**config.mk**
```make
export PLATFORM = sky130hd
export DESIGN_NAME = sort_scheduler
export DESIGN_NICKNAME = d
export VERILOG_FILES = /design/src/rtl/sort_scheduler.sv
export SDC_FILE = /design/constraint.sdc
export NUM_CORES = 1
export LEC_CHECK = 0
export ABC_AREA = 0
export BUFFER_PORTS_ARGS = -buffer_cell sky130_fd_sc_hd__clkbuf_2
export CORE_ASPECT_RATIO = 0.9
export CORE_UTILIZATION = 30
export CTS_CLUSTER_DIAMETER = 100
export DETAILED_ROUTE_END_ITERATION = 6
export PLACE_DENSITY = 0.65
export SYNTH_ARGS = -nofsm -noshare
export SYNTH_HDL_FRONTEND = slang
export SYNTH_SLANG_ARGS = --single-unit
```
**constraint.sdc**
```tcl
create_clock -name clk -period 2 [get_ports clk]
set_clock_uncertainty 0.1 [all_clocks]
set_input_delay 0.6 -clock clk [delete_from_list [all_inputs] [get_ports clk]]
set_output_delay 0.6 -clock clk [all_outputs]
set_load 0.02 [all_outputs]
```
**src/rtl/sort_scheduler.sv**
```systemverilog
// Sequencer that time-shares one K-word sort memory between host load, the sort
// datapath and host unload, with a sort start pulse and a SORT-phase watchdog.
module sort_scheduler #(
  parameter int unsigned K       = 8,
  parameter int unsigned W       = 8,
  parameter int unsigned AW      = 3,
  parameter int unsigned TIMEOUT = 1024
) (
  input  logic          clk,
  input  logic          rst_n,
  input  logic          abort,
  input  logic          in_valid,
  output logic          in_ready,
  input  logic [W-1:0]  in_data,
  output logic          out_valid,
  input  logic          out_ready,
  output logic [W-1:0]  out_data,
  output logic          sort_start,
  input  logic          sort_done,
  input  logic [AW-1:0] srt_addr,
  input  logic          srt_we,
  input  logic [W-1:0]  srt_wdata,
  output logic [W-1:0]  srt_rdata,
  output logic [AW-1:0] mem_addr,
  output logic          mem_we,
  output logic [W-1:0]  mem_wdata,
  input  logic [W-1:0]  mem_rdata,
  output logic          busy,
  output logic          err
);

  typedef enum logic [1:0] {StLoad, StKick, StSort, StUnload} state_e;

  localparam int unsigned   WdW     = (TIMEOUT > 1) ? $clog2(TIMEOUT) : 1;
  localparam logic [AW-1:0] CntLast = AW'(K - 1);
  localparam logic [WdW-1:0] WdLast = (TIMEOUT == 0) ? '0 : WdW'(TIMEOUT - 1);
  localparam logic          WdOn    = (TIMEOUT != 0);

  state_e         state_q, state_d;
  logic [AW-1:0]  cnt_q, cnt_d;
  logic [WdW-1:0] wdog_q, wdog_d;
  logic           err_q, err_d;

  always_ff @(posedge clk or negedge rst_n) begin
    if (!rst_n) begin
      state_q <= StLoad;
      cnt_q   <= '0;
      wdog_q  <= '0;
      err_q   <= 1'b0;
    end else begin
      state_q <= state_d;
      cnt_q   <= cnt_d;
      wdog_q  <= wdog_d;
      err_q   <= err_d;
    end
  end

  // Memory port mux and handshake outputs
  always_comb begin
    in_ready   = 1'b0;
    out_valid  = 1'b0;
    sort_start = 1'b0;
    mem_addr   = '0;
    mem_we     = 1'b0;
    mem_wdata  = '0;
    unique case (state_q)
      StLoad: begin
        in_ready  = 1'b1;
        mem_addr  = cnt_q;
        mem_we    = in_valid;
        mem_wdata = in_data;
      end
      StKick: sort_start = 1'b1;
      StSort: begin
        mem_addr  = srt_addr;
        mem_we    = srt_we;
        mem_wdata = srt_wdata;
      end
      StUnload: begin
        out_valid = 1'b1;
        mem_addr  = cnt_q;
      end
      default: ;
    endcase
  end

  always_comb begin
    state_d = state_q;
    cnt_d   = cnt_q;
    wdog_d  = wdog_q;
    err_d   = err_q;
    unique case (state_q)
      StLoad: begin
        if (in_valid) begin
          if (cnt_q == CntLast) begin
            cnt_d   = '0;
            state_d = StKick;
          end else begin
            cnt_d = cnt_q + 1'b1;
          end
        end
      end
      StKick: begin
        state_d = StSort;
        wdog_d  = '0;
      end
      StSort: begin
        wdog_d = wdog_q + 1'b1;
        // done beats a coincident watchdog expiry
        if (sort_done) begin
          state_d = StUnload;
          cnt_d   = '0;
        end else if (WdOn && wdog_q == WdLast) begin
          err_d   = 1'b1;
          state_d = StUnload;
          cnt_d   = '0;
        end
      end
      StUnload: begin
        if (out_ready) begin
          if (cnt_q == CntLast) begin
            cnt_d   = '0;
            state_d = StLoad;
          end else begin
            cnt_d = cnt_q + 1'b1;
          end
        end
      end
      default: state_d = StLoad;
    endcase

    if (srt_we && state_q != StSort) err_d = 1'b1;

    if (abort) begin
      state_d = StLoad;
      cnt_d   = '0;
      wdog_d  = '0;
      err_d   = 1'b0;
    end
  end

  assign out_data  = mem_rdata;
  assign srt_rdata = mem_rdata;
  assign busy      = !(state_q == StLoad && cnt_q == '0);
  assign err       = err_q;

endmodule

```
==> results <==
- For the pin with the worst max-slew slack, the measured transition is about 0.41 ns.
- The number of hold buffers added after CTS is 0.
- Summing the sequential cell areas from Yosys gives between 30% and 40% of the chip area.
- The flow ran to the end, but the final reports show violations.
- The pre-antenna-repair detailed-routing pass consisted of 4 iterations.
- The number of buffers on the longest clock path is 2.
- In this run the number of H-tree levels came out at 1.
- The total power is approximately 1.3 mW.
- The average cell area after synthesis is approximately 8.5 sq um.
- The via count of the first global-routing pass is 1010.
- In the finished design, the share of the clock period the worst path needs comes to 106%.
- At the placement stage, the worst setup path has a slack of between 0.05 and 0.06 ns.
- The cell count of the worst reg-to-reg path is 8.
- The clock reaches the later pin of the worst-skew pair after ~0.25 ns.
- In the final design database the tool counted ~230 nets.
- Once the floorplan was initialized, standard cells occupied roughly 32% of the core.
- Setup repair after global routing could not meet its margin everywhere.
- The TritonCTS clock tree is done.
- For this run, the top clock speed supported by timing is roughly 0.47 GHz.
- Max-cap violations in this run came to 0.
- For this run the aggregate overflow at the end of global routing stands at 0.
- The library cell contributing the largest single delay on the critical path is dfrtp_1.
- The worst min-delay path category is primary input to async pin.
- The sum of negative setup slack is -1.10 ns.
- At the worst endpoint, the required time is approximately 1.3 ns.
- In the routed layout, each cell is associated on average with a via count of 4.93.
- The sequential group share of total power is about 29%.
- In the routed design, unresolved DRC markers number 0.
- The final layout contains routed wiring with a total length of around 2.9 mm.
- The worst setup path is captured at a primary output.
- STA classifies the critical path startpoint as a register.
- By area the synthesized netlist is led by dfrtp_1 32%, buf_4 9.7%, ha_1 9.1%.
- The count of nets left with antenna violations once routing finished came out at 0.
- The net count after synthesis is roughly 190.
- The gate family responsible for the most delay along the worst path is flip-flops.
- The post-synthesis cell area is roughly 0.0012 sq mm.
- After legalization and detailed placement, the total HPWL measured 2.17 mm.
- The clock network fraction of design power is a little under a quarter.
- After floorplanning, the core was divided into 21 placement rows.
- The number of I/O pins is 67.
- Of the total power, the share spent switching nets is between 30% and 40%.
- In the synthesized netlist, the number of instances is between 100 and 150.
- The number of warnings reported in the yosys synthesis log is 0.
- Internal power comes to 812 uW.
- The total die area is around 0.0044 sq mm.
- The data arrival time at the worst-slack endpoint is 1.42 ns.
- The die boundary height is ~63 microns.
- Measured along the x axis, the die boundary spans around 70 microns.
- Buffers inserted during clock tree synthesis total 3.
- The final worst-path setup slack is -0.121 ns.
- The tree is rooted in a clkbuf_8.
- The number of cells on the critical path is 6.
- The proportion of layout cells with a drive suffix above 1 is between 40% and 50%.
- The clock drives 16 sinks.
- The region available for standard cell placement spans roughly 0.0038 sq mm.
- Setup violations remaining at the end of the flow were counted as 12.
- The pin count of the biggest net entering global routing is 17.
- In the layout the commonest cells are 28 x clkbuf_2, 16 x nand2_1, 16 x dfrtp_1.
- Detailed routing inserted a total of about 1100 vias.
- The final hold violation count came to 0.
- The most common cell after layout, fill and taps aside is clkbuf_2.
- Global routing used between 10 and 15% of the available tracks across all layers.
- The register clock-pin slew on the reported worst setup and hold paths is around 0.060 ns.
- The worst-case IR drop observed on VDD is 665 uV.
- The first global-routing pass estimated between 4 and 5 mm of wire.
- For this design the static power due to leakage is roughly 0.77 nW.
- The register bit total from synthesis is 16.
- The top cell type by area accounts for around a third of the synthesized area.
- In this run, the combinational gates consume 48.4% of the power.
- The post-synthesis cell type count is 33.
- The number of slew-limit violations in the final report was 0.
- The switching component of the power is 444 uW.
- The routed length per placed instance is about 13 microns.
- Routability-driven placement finished with a final weighted congestion of between 0.7 and 0.8.
- The number of diodes is 0.
- The signal on the critical path passes through inv_2 > ha_4 > inv_4 > a22oi_2 > nor2_2 > clkbuf_8.
- After the first detailed-routing iteration, the DRC count stood at 21.
- The routed design could run at a clock period as short as approximately 2.1 ns.
- Measured against its own limit, the worst slew margin works out to around 73%.
- By startpoint and endpoint, the worst setup path is classified as register to primary output.
- The area growth from synthesis to layout is 32.7%.
- The number of buffers and inverters on the critical path is 3.
- For this design the ratio of total power to cell area is 761 mW/mm^2.
- Input and output buffers added on the ports amount to 42.
- The biggest area contributor in the post-synthesis netlist is dfrtp_1.
- In this design, the stage delay of the slowest critical-path cell is between 0.3 and 0.4 ns.
- The largest fanout of any net on the critical path is 3.
- The number of antenna violations at the first check in global routing is 0.
- The checks that failed: negative setup slack.
-- power groups by stage --
stage                     combinational [mW]  clock (mW)  sequential, mW
after floorplan                        0.349           0           0.366
after global placement                 0.455           0           0.365
after detailed placement               0.457           0           0.365
after CTS                              0.539       0.292           0.362
after global routing                   0.656       0.313           0.364
final                                  0.608       0.286           0.362
-- worst reg2reg max path, stage by stage (launching register included) --
cell and delay (ns):
dfrtp_1 0.39, inv_2 0.09, ha_4 0.17, buf_6 0.12, buf_4 0.14, or3_1 0.36
a31oi_1 0.16, a21oi_1 0.10, o21ai_0 0.16
-- final cells by class --
| class | count | area [sq um] |
|---|---|---|
| fillers | 381 | 2190 |
| multi-input cells | 101 | 742 |
| flip-flops and latches | 16 | 400 |
| repair buffers | 53 | 363 |
| well taps | 46 | 57.6 |
| clock buffers | 4 | 55.1 |
| inverters | 8 | 32.5 |
-- kinds of logic (layout without fill, tap and decap cells) --
| group | Yosys count | after routing | share of synthesized area (%) |
|---|---|---|---|
| AO/OA/AOI/OAI | 40 | 40 | 23.4 |
| XOR/XNOR | 2 | 2 | 1.41 |
| adder cells (fa/ha/maj) | 9 | 9 | 9.05 |
| buffers and inverters | 29 | 65 | 13.6 |
| flip-flops | 16 | 16 | 32.2 |
| AND/OR/NAND/NOR | 50 | 50 | 20.3 |
-- through the flow --
stage	util, %	instance area (sq um)	hold WS [ns]	std cells
3_3_place_gp	37.2	1430	0.409	219
3_5_place_dp	37.2	1430	0.407	219
6_report	43.0	1650	0.165	228
5_1_grt	43.0	1650	0.197	228
4_1_cts	41.4	1590	0.181	224
2_1_floorplan	-	1260	0.204	146
-- final timing paths --
kind	startpoint	slack (ns)	end
worst max-delay path	state_q[1]	-0.12	mem_addr[1]
worst min register to register	wdog_q[7]	0.41	wdog_q[7]
min in group clk	wdog_q[7]	0.41	wdog_q[7]
max in group asynchronous	rst_n	1.35	cnt_q[2]
worst min-delay path	rst_n	0.17	wdog_q[3]
worst max register to register	state_q[1]	0.13	cnt_q[1]
-- state kept, by name, summed over array words and instances (netlist names) --
name and count:
err 1, cnt_q 3, wdog_q 10, state_q 2
-- cells in the mapped netlist --
| cell type | count |
|---|---|
| nor4_1 | 1 |
| xnor2_1 | 2 |
| inv_1 | 8 |
| o31ai_1 | 2 |
| a22o_1 | 12 |
| nand4_1 | 1 |
| ha_1 | 9 |
| or3_4 | 1 |
| nor2_1 | 9 |
| clkbuf_1 | 4 |
| dfrtp_1 | 16 |
| o21ai_0 | 11 |
| o311ai_2 | 1 |
| nand2_1 | 16 |
| nand2b_1 | 5 |
| o2111a_1 | 1 |
| a21oi_2 | 1 |
| a21oi_1 | 3 |
| or3_1 | 4 |
| a21o_1 | 1 |
| buf_4 | 16 |
| nand3_2 | 1 |
| a31oi_1 | 3 |
| nand3b_1 | 2 |
| o211ai_1 | 1 |
| a22oi_1 | 3 |
| and3_1 | 1 |
| buf_1 | 1 |
| o41ai_1 | 1 |
| and2_1 | 1 |
| nand3_1 | 5 |
| nor2b_1 | 1 |
| nor3_1 | 2 |
-- per-layer routing --
metal,track usage (%),wire length [microns],up-vias
met5,0,0,-
met4,3.25,27,0
met3,3.68,122,2
met2,19.2,1280,22
met1,20.0,1480,522
li1,-,-,577
-- repair_timing --
action                     CTS  global route
setup endpoints to repair   15            17
pin swaps                    4             1
gates resized for setup     27            14
hold endpoints to repair     0             0
buffers inserted             1             4
(Power assumes the default switching activity.)
